<file path="src/rtl/im_sram_port_arbiter.sv">
// Round-robin arbiter that shares one item-memory SRAM read port between the GSR, ECG and EEG
// controllers, relocating addresses per modality and steering each returned hypervector by tag.

module im_sram_port_reloc #(
    parameter int LW   = 4,
    parameter int SW   = 8,
    parameter int BASE = 0
) (
    input  logic [LW-1:0] addr_i,
    output logic [SW-1:0] addr_o
);
    assign addr_o = SW'(BASE) + SW'(addr_i);
endmodule

module im_sram_port_arbiter #(
    parameter int HV_DIMENSION    = 32,
    parameter int gsr_addr_width  = 4,
    parameter int ecg_addr_width  = 4,
    parameter int eeg_addr_width  = 5,
    parameter int sram_addr_width = 8,
    parameter int gsr_base        = 0,
    parameter int ecg_base        = 2 ** gsr_addr_width,
    parameter int eeg_base        = 2 ** gsr_addr_width + 2 ** ecg_addr_width,
    parameter int tag_depth       = 4
) (
    input  logic                       clk_i,
    input  logic                       rst_i,
    input  logic [gsr_addr_width-1:0]  gsr_addr_i,
    input  logic [ecg_addr_width-1:0]  ecg_addr_i,
    input  logic [eeg_addr_width-1:0]  eeg_addr_i,
    input  logic [2:0]                 req_addr_valid_i,
    output logic [2:0]                 req_addr_ready_o,
    output logic [HV_DIMENSION-1:0]    req_hvout_o,
    output logic [2:0]                 req_hvout_valid_o,
    input  logic [2:0]                 req_hvout_ready_i,
    output logic [sram_addr_width-1:0] sram_addr_o,
    output logic                       sram_addr_valid_o,
    input  logic                       sram_addr_ready_i,
    input  logic [HV_DIMENSION-1:0]    sram_hvin_i,
    input  logic                       sram_hvin_valid_i,
    output logic                       sram_hvin_ready_o,
    output logic                       busy_o,
    output logic                       err_o
);
    localparam int NUM_REQ = 3;
    localparam int PW      = $clog2(tag_depth);

    localparam logic [0:0] ARB  = 1'b0;
    localparam logic [0:0] HOLD = 1'b1;

    logic [0:0]                       state_q, state_d;
    logic [1:0]                       rr_ptr_q, rr_ptr_d;
    logic [1:0]                       hold_id_q, hold_id_d;
    logic [tag_depth-1:0][1:0]        tag_q;
    logic [PW-1:0]                    wptr_q, rptr_q;
    logic [PW:0]                      count_q, count_d;
    logic                             err_q;

    logic [3:0][sram_addr_width-1:0]  reloc;
    logic [3:0]                       vld4, hrdy4;
    logic [1:0]                       grant, head, c1, c2, c3;
    logic                             full, nonempty, push, pop;

    im_sram_port_reloc #(.LW(gsr_addr_width), .SW(sram_addr_width), .BASE(gsr_base))
        u_reloc_gsr (.addr_i(gsr_addr_i), .addr_o(reloc[0]));
    im_sram_port_reloc #(.LW(ecg_addr_width), .SW(sram_addr_width), .BASE(ecg_base))
        u_reloc_ecg (.addr_i(ecg_addr_i), .addr_o(reloc[1]));
    im_sram_port_reloc #(.LW(eeg_addr_width), .SW(sram_addr_width), .BASE(eeg_base))
        u_reloc_eeg (.addr_i(eeg_addr_i), .addr_o(reloc[2]));
    assign reloc[3] = '0;

    // Pad to 4 entries so 2-bit ids always index in range
    assign vld4  = {1'b0, req_addr_valid_i};
    assign hrdy4 = {1'b0, req_hvout_ready_i};

    always_comb begin
        c1 = rr_ptr_q;
        c2 = (c1 == 2'd2) ? 2'd0 : c1 + 2'd1;
        c3 = (c2 == 2'd2) ? 2'd0 : c2 + 2'd1;
        if (state_q == HOLD)  grant = hold_id_q;
        else if (vld4[c1])    grant = c1;
        else if (vld4[c2])    grant = c2;
        else if (vld4[c3])    grant = c3;
        else                  grant = c1;
    end

    assign full              = (count_q == (PW+1)'(tag_depth));
    assign nonempty          = (count_q != '0);
    assign head              = tag_q[rptr_q];

    assign sram_addr_o       = reloc[grant];
    assign sram_addr_valid_o = vld4[grant] && !full;
    assign push              = sram_addr_valid_o && sram_addr_ready_i;

    assign req_hvout_o       = sram_hvin_i;
    assign sram_hvin_ready_o = nonempty && hrdy4[head];
    assign pop               = sram_hvin_valid_i && sram_hvin_ready_o;
    assign busy_o            = nonempty;
    assign err_o             = err_q;

    for (genvar i = 0; i < NUM_REQ; i++) begin : g_req
        assign req_addr_ready_o[i]  = (grant == 2'(i)) && push;
        assign req_hvout_valid_o[i] = sram_hvin_valid_i && nonempty && (head == 2'(i));
    end

    always_comb begin
        state_d   = state_q;
        rr_ptr_d  = rr_ptr_q;
        hold_id_d = hold_id_q;
        if (push) begin
            state_d  = ARB;
            rr_ptr_d = (grant == 2'd2) ? 2'd0 : grant + 2'd1;
        end else if (state_q == ARB && sram_addr_valid_o) begin
            // Stalled by the SRAM: pin owner and address until the handshake
            state_d   = HOLD;
            hold_id_d = grant;
        end
        count_d = count_q + (PW+1)'(push) - (PW+1)'(pop);
    end

    always_ff @(posedge clk_i) begin
        if (rst_i) begin
            state_q   <= ARB;
            rr_ptr_q  <= '0;
            hold_id_q <= '0;
            tag_q     <= '0;
            wptr_q    <= '0;
            rptr_q    <= '0;
            count_q   <= '0;
            err_q     <= 1'b0;
        end else begin
            state_q   <= state_d;
            rr_ptr_q  <= rr_ptr_d;
            hold_id_q <= hold_id_d;
            count_q   <= count_d;
            if (push) begin
                tag_q[wptr_q] <= grant;
                wptr_q        <= wptr_q + PW'(1);
            end
            if (pop) rptr_q <= rptr_q + PW'(1);
            if (sram_hvin_valid_i && !nonempty) err_q <= 1'b1;
        end
    end
endmodule

</file>
<file path="config.mk">
export PLATFORM = sky130hd
export DESIGN_NAME = im_sram_port_arbiter
export DESIGN_NICKNAME = d
export VERILOG_FILES = /design/src/rtl/im_sram_port_arbiter.sv
export SDC_FILE = /design/constraint.sdc
export NUM_CORES = 1
export LEC_CHECK = 0
export ABC_AREA = 1
export CAP_MARGIN = 30
export CORE_UTILIZATION = 39
export CTS_BUF_LIST = sky130_fd_sc_hd__clkbuf_2
export CTS_CLUSTER_SIZE = 16
export DETAILED_ROUTE_END_ITERATION = 8
export GPL_TIMING_DRIVEN = 0
export PLACE_DENSITY = 0.84
export SETUP_SLACK_MARGIN = 0.05
export SYNTH_ARGS = -nofsm -noshare
export SYNTH_HDL_FRONTEND = slang
export SYNTH_SLANG_ARGS = --single-unit
</file>
<file path="constraint.sdc">
create_clock -name clk_i -period 3.1 [get_ports clk_i]
set_input_delay 0.465 -clock clk_i [delete_from_list [all_inputs] [get_ports clk_i]]
set_output_delay 0.465 -clock clk_i [all_outputs]
set_load 0.005 [all_outputs]
</file>
Yosys cells after proc, flatten, opt, wreduce, memory -nomap -nowiden:

Cells that the tools add are included.

* output and inout port bits: 50
* logic and storage cells: 82
* input bits: 55
* register bits: 21

* reductions and logical operators: 21
* muxes and demuxes: 24
* $lt $le $gt $ge: 8
* bitwise logic cells: 2
* equality and inequality tests: 7
* $add $sub $neg: 9

Operators by type and width (count)
* 2-bit by 3-bit < comparator with 1-bit output (second input constant): 7
* 2-bit two-way mux: 9
* 8-bit binary-select mux with 2-bit select: 1
* 1-bit logical AND: 14
* 2-bit by 1-bit adder with 2-bit output (second input constant): 5
* 1-bit binary-select mux with 2-bit select: 5
* 8-bit bitwise mux: 1
* 2-bit equality test (second input constant): 4
* 8-bit two-way mux: 1
* 6-bit by 5-bit adder with 7-bit output (first input constant): 1
* 5-bit by 4-bit adder with 6-bit output (first input constant): 1
* 1-bit two-way mux: 5
* 2-bit binary-select mux with 2-bit select: 1
* 2-bit demux with 2-bit select: 1
* 2-bit by 1-bit equality test with 1-bit output (second input constant): 2
* 2-bit zero test: 2
* 3-bit by 1-bit adder with 3-bit output: 1
* 3-bit equality test (second input constant): 1
* 3-bit nonzero test: 1
* 3-bit by 1-bit subtractor with 3-bit output: 1
* 2-bit by 1-bit greater-or-equal comparator with 1-bit output (second input constant): 1
* 1-bit zero test: 2
* 1-bit NOT: 2
* 2-bit AND reduction: 1
* 2-bit OR reduction: 1

Longest topological paths before layout:

* depth in word-level cells: 16
* gate-level depth with buffers: 21

Cells and area by module:

From an unflattened synthesis, not the netlist that was laid out.

* cells, all modules: 298
* area total of the unflattened synthesis: 1941.9 µm²

Modules (own cells, without submodules)
* im_sram_port_arbiter: cells an instance 269, area each 1742.9 µm², seq. area each 420.4 µm², instances 1
* im_sram_port_reloc (u_reloc_ecg ...): cells an instance 10, area each 67.6 µm², seq. area each 0.0 µm², instances 2
* im_sram_port_reloc (u_reloc_gsr): cells an instance 9, area each 63.8 µm², seq. area each 0.0 µm², instances 1

Worst setup path before layout:

Ideal clock, no wire load.

* path kind: input to register
* start: input req_addr_valid_i[0]
* end: register count_q[2]
* buffers on the path: 2
* slack: 408 ps
* stages: 21
* arrival time: 2572 ps
* data required time: 2980 ps
* path through: inv_1 nand2_2 nand3_2 nand2_1 inv_1 nand2_2 nand2_2 nand2_2 buf_6 nor2_2 nor2_4 nand3_2 buf_6 ha_1 inv_1 ha_1 inv_1 fa_1 xor2_1 o21ai_0 a21oi_1

* word-level cells in the longest chain between the ends: 12

RTL lines
* from (decl): line 31 `input logic [2:0] req_addr_valid_i,`
* 1-bit binary-select mux with 2-bit select: line 83 `else if (vld4[c3]) grant = c3;`
* 1-bit two-way mux (implied by the code): line 83
* 2-bit two-way mux: line 83
* 2-bit two-way mux: line 82 `else if (vld4[c2]) grant = c2;`
* 2-bit two-way mux: line 81 `else if (vld4[c1]) grant = c1;`
* 2-bit two-way mux: line 80 `if (state_q == HOLD) grant = hold_id_q;`
* 1-bit binary-select mux with 2-bit select *: line 92 `assign sram_addr_valid_o = vld4[grant] && !full;`
* 1-bit two-way mux (implied by the code) *: line 92
* 1-bit logical AND *: line 92
* 1-bit logical AND *: line 93 `assign push = sram_addr_valid_o && sram_addr_ready_i;`
* 3-bit by 1-bit adder with 3-bit output *: line 118 `count_d = count_q + (PW+1)'(push) - (PW+1)'(pop);`
* 3-bit by 1-bit subtractor with 3-bit output *: line 118
* to (signal assigned): line 135 `count_q <= count_d;`
* to (decl): line 56 `logic [PW:0] count_q, count_d;`

Mark *: on every way between the ends. The rest lies on a longest branch, timed or not. The select of a mux whose other input is x is not followed.
A chain may end at the register's enable or synchronous reset.

Worst setup path in the final report:

* start: input req_addr_valid_i[1]
* end: output sram_addr_valid_o

* word-level cells in the longest chain between the ends: 9

RTL lines
* 1-bit binary-select mux with 2-bit select: line 83
* 1-bit two-way mux (implied by the code): line 83
* 2-bit two-way mux: line 83
* 2-bit two-way mux: line 82
* 2-bit two-way mux: line 81
* 2-bit two-way mux: line 80
* 1-bit binary-select mux with 2-bit select *: line 92
* 1-bit two-way mux (implied by the code) *: line 92
* 1-bit logical AND *: line 92
* to (decl): line 37 `output logic sram_addr_valid_o,`

Marks and branches as above.

==> impl_metrics.json <==
{
  "hpwl_mm": 3.183,
  "ios": 105,
  "syn2layout_area_growth_pct": 49.06,
  "fillers": 391,
  "yosysWarnings": 0,
  "layout_common_cells": "clkdlybuf4s50_1 (65), nand2_1 (60), buf_4 (42), inv_1 (31), nor2_1 (28)",
  "drive_gt1_share_pct": 21.80,
  "track_usage_pct": 17.62,
  "p_per_area_nw_per_um2": 713.3,
  "grt_antenna_before_repair": 0,
  "fin_crit_sh_pct": 92.07,
  "hp-class": "reg2reg",
  "rsz0062_at_grt": "false",
  "setup_viol": 0,
  "ctsHoldBuffers": 0,
  "skew_ns": 0.01726,
  "gp_congestion": 0.8421,
  "fin_nets": 407,
  "ant_nets": 0,
  "final_cells": 394,
  "grt_pass1_wl_mm": 6.354,
  "fp.dieW_microns": 68.54,
  "grt_max_degree": 12,
  "placed_cell_area_sq_um": 2484,
  "yosys_register_bits": 21,
  "clk_pin_slew_worst_paths_ns": 0.19,
  "synth_top_area_share_pct": 24.35,
  "htreeDepth": 1,
  "place_ws_ns": -0.3665,
  "numCtsBuffers": 3,
  "worst_setup_path_start_kind": "input pin",
  "drv_cap": 0,
  "ir_drop_v": 0.0005203,
  "placed_cells_incl_taps": 383,
  "die_y_microns": 68.54,
  "grt_overflow_total": 0,
  "num_rows": 23,
  "cts_tree": "yes",
  "port_buffers": 69,
  "worstPathRequired_ns": 2.63,
  "final_common_cell": "clkdlybuf4s50_1",
  "mappedNetlistArea_sq_um": 1727,
  "p_leak_nw": 1.245,
  "synth_cells": 263,
  "ys_types": 27,
  "synth_seq_area_share_pct": 24.35,
  "synth_top_area_cell": "dfxtp_1",
  "hold_violations": 0,
  "end_kind": "primary output",
  "report.final.slew_viol_count": 0,
  "period_needed_ns": 2.854,
  "drtPass1Iterations": 4,
  "drc": 0,
  "cts_buffer_depth": 2,
  "coreArea_sq_um": 4115,
  "reg2reg_slack_ns": 0.27,
  "crit_type": "in2out",
  "vias": 1859,
  "crit_fanout": 10,
  "wl_per_cell_microns": 10.10,
  "outcome": "completed",
  "design_area_sq_um": 2574,
  "cts_root_buf": "clkbuf_2",
  "drtIter0Drc": 44,
  "fin_setup_tns_ns": 0,
  "initial_utilization_pct": 41.96,
  "clock-sinks": 21,
  "die_area_sq_um": 4698,
  "arrival_ns": 2.39,
  "antenna_cells": 0,
  "insertion_delay_ns": 0.34,
  "syn_avg_cell_area_sq_um": 6.565,
  "fin_ws_ns": 0.2458,
  "drt-total-wl_mm": 3.979,
  "grt_pass1_vias": 1605,
  "synthTopCellsByArea": "dfxtp_1 (24%), buf_4 (15%), nand2_1 (13%), inv_1 (7.2%), nor2_1 (6.3%)",
  "vias_per_cell": 4.718,
  "utilization_pct": 62.54,
  "max_freq_mhz": 350.4
}
==> Yosys cell counts (all sizes together) <==
cell type,number
nand2,66
buf,38
inv,36
nor2,35
nand3,22
dfxtp,21
nand4,11
a21oi,10
ha,6
o21ai,5
a22oi,3
clkbuf,2
nor3,2
a21boi,1
a31oi,1
conb,1
fa,1
or2,1
xor2,1
==> layout make-up <==
type	instances	area, sq um	area share [%]
flip-flops and latches	21	422.9	16.43
repair buffers	76	742.0	28.83
inverters	36	135.1	5.250
clock buffers	4	20.02	0.7778
multi-input cells	167	889.6	34.56
plain buffers	40	301.5	11.72
well taps	50	62.56	2.431
==> through the flow <==
| step | total power, W | hold WS (ns) |
|---|---|---|
| after floorplan | 0.001162 | 0.4432 |
| after global placement | 0.001583 | 0.4400 |
| after detailed placement | 0.001609 | 0.4479 |
| after CTS | 0.001732 | 0.4713 |
| after global routing | 0.002014 | 0.4873 |
| final | 0.001836 | 0.4657 |
==> power breakdown <==
| group | internal (W) | total [W] | switching [W] | leakage [nW] |
|---|---|---|---|---|
| sequential | 0.000342 | 0.000399 | 0.0000571 | 0.172 |
| clock | 0.0000341 | 0.000121 | 0.0000870 | 0.0166 |
| combinational | 0.000651 | 0.00132 | 0.000665 | 1.06 |
| total | 0.00103 | 0.00184 | 0.000809 | 1.25 |
==> state kept, by name, summed over array words and instances (netlist names) <==
| register | flops |
|---|---|
| c1 | 2 |
| count_q | 3 |
| err_o | 1 |
| hold_id_q | 2 |
| rptr_q | 2 |
| state_q | 1 |
| tag_q | 8 |
| wptr_q | 2 |
==> repair_timing <==
item | CTS | global route
pin swaps | 0 | 1
setup endpoints to repair | 9 | 10
gates resized for setup | 4 | 8
setup buffers | 0 | 7
==> per-layer routing <==
| metal | vias up | GRT usage [%] | routed length [microns] |
|---|---|---|---|
| met5 | - | 0 | 0 |
| met4 | 0 | 4.167 | 45 |
| met3 | 5 | 3.783 | 400 |
| met2 | 90 | 31.99 | 1900 |
| met1 | 812 | 20.85 | 1632 |
| li1 | 952 | - | - |
==> cell families after synthesis <==
| kind of cell | synth area share, % |
|---|---|
| buffers and inverters | 25.07 |
| AO/OA/AOI/OAI | 6.449 |
| other | 0.2172 |
| adder cells (fa/ha/maj) | 5.507 |
| AND/OR/NAND/NOR | 37.90 |
| flip-flops | 24.35 |
| XOR/XNOR | 0.5073 |
==> worst paths after layout <==
check | start | end | cells past startpoint
setup / recovery | req_addr_valid_i[1] | sram_addr_valid_o | 13
hold / removal | err_o | err_o | 2
setup reg to reg | c1[0] | count_q[2] | 21
hold reg to reg | err_o | err_o | 2
==> worst max-delay path: stages <==
cell             delay [ns]
dlygate4sd2_1          0.31
nand2_1                0.08
nand2_1                0.06
nand3_1                0.07
nand2_1                0.08
nand2_2                0.07
nand2_4                0.12
inv_2                  0.09
nand3_2                0.12
inv_1                  0.08
nor2_4                 0.14
buf_4                  0.20
clkdlybuf4s50_1        0.52
(Power assumes the default switching activity.)
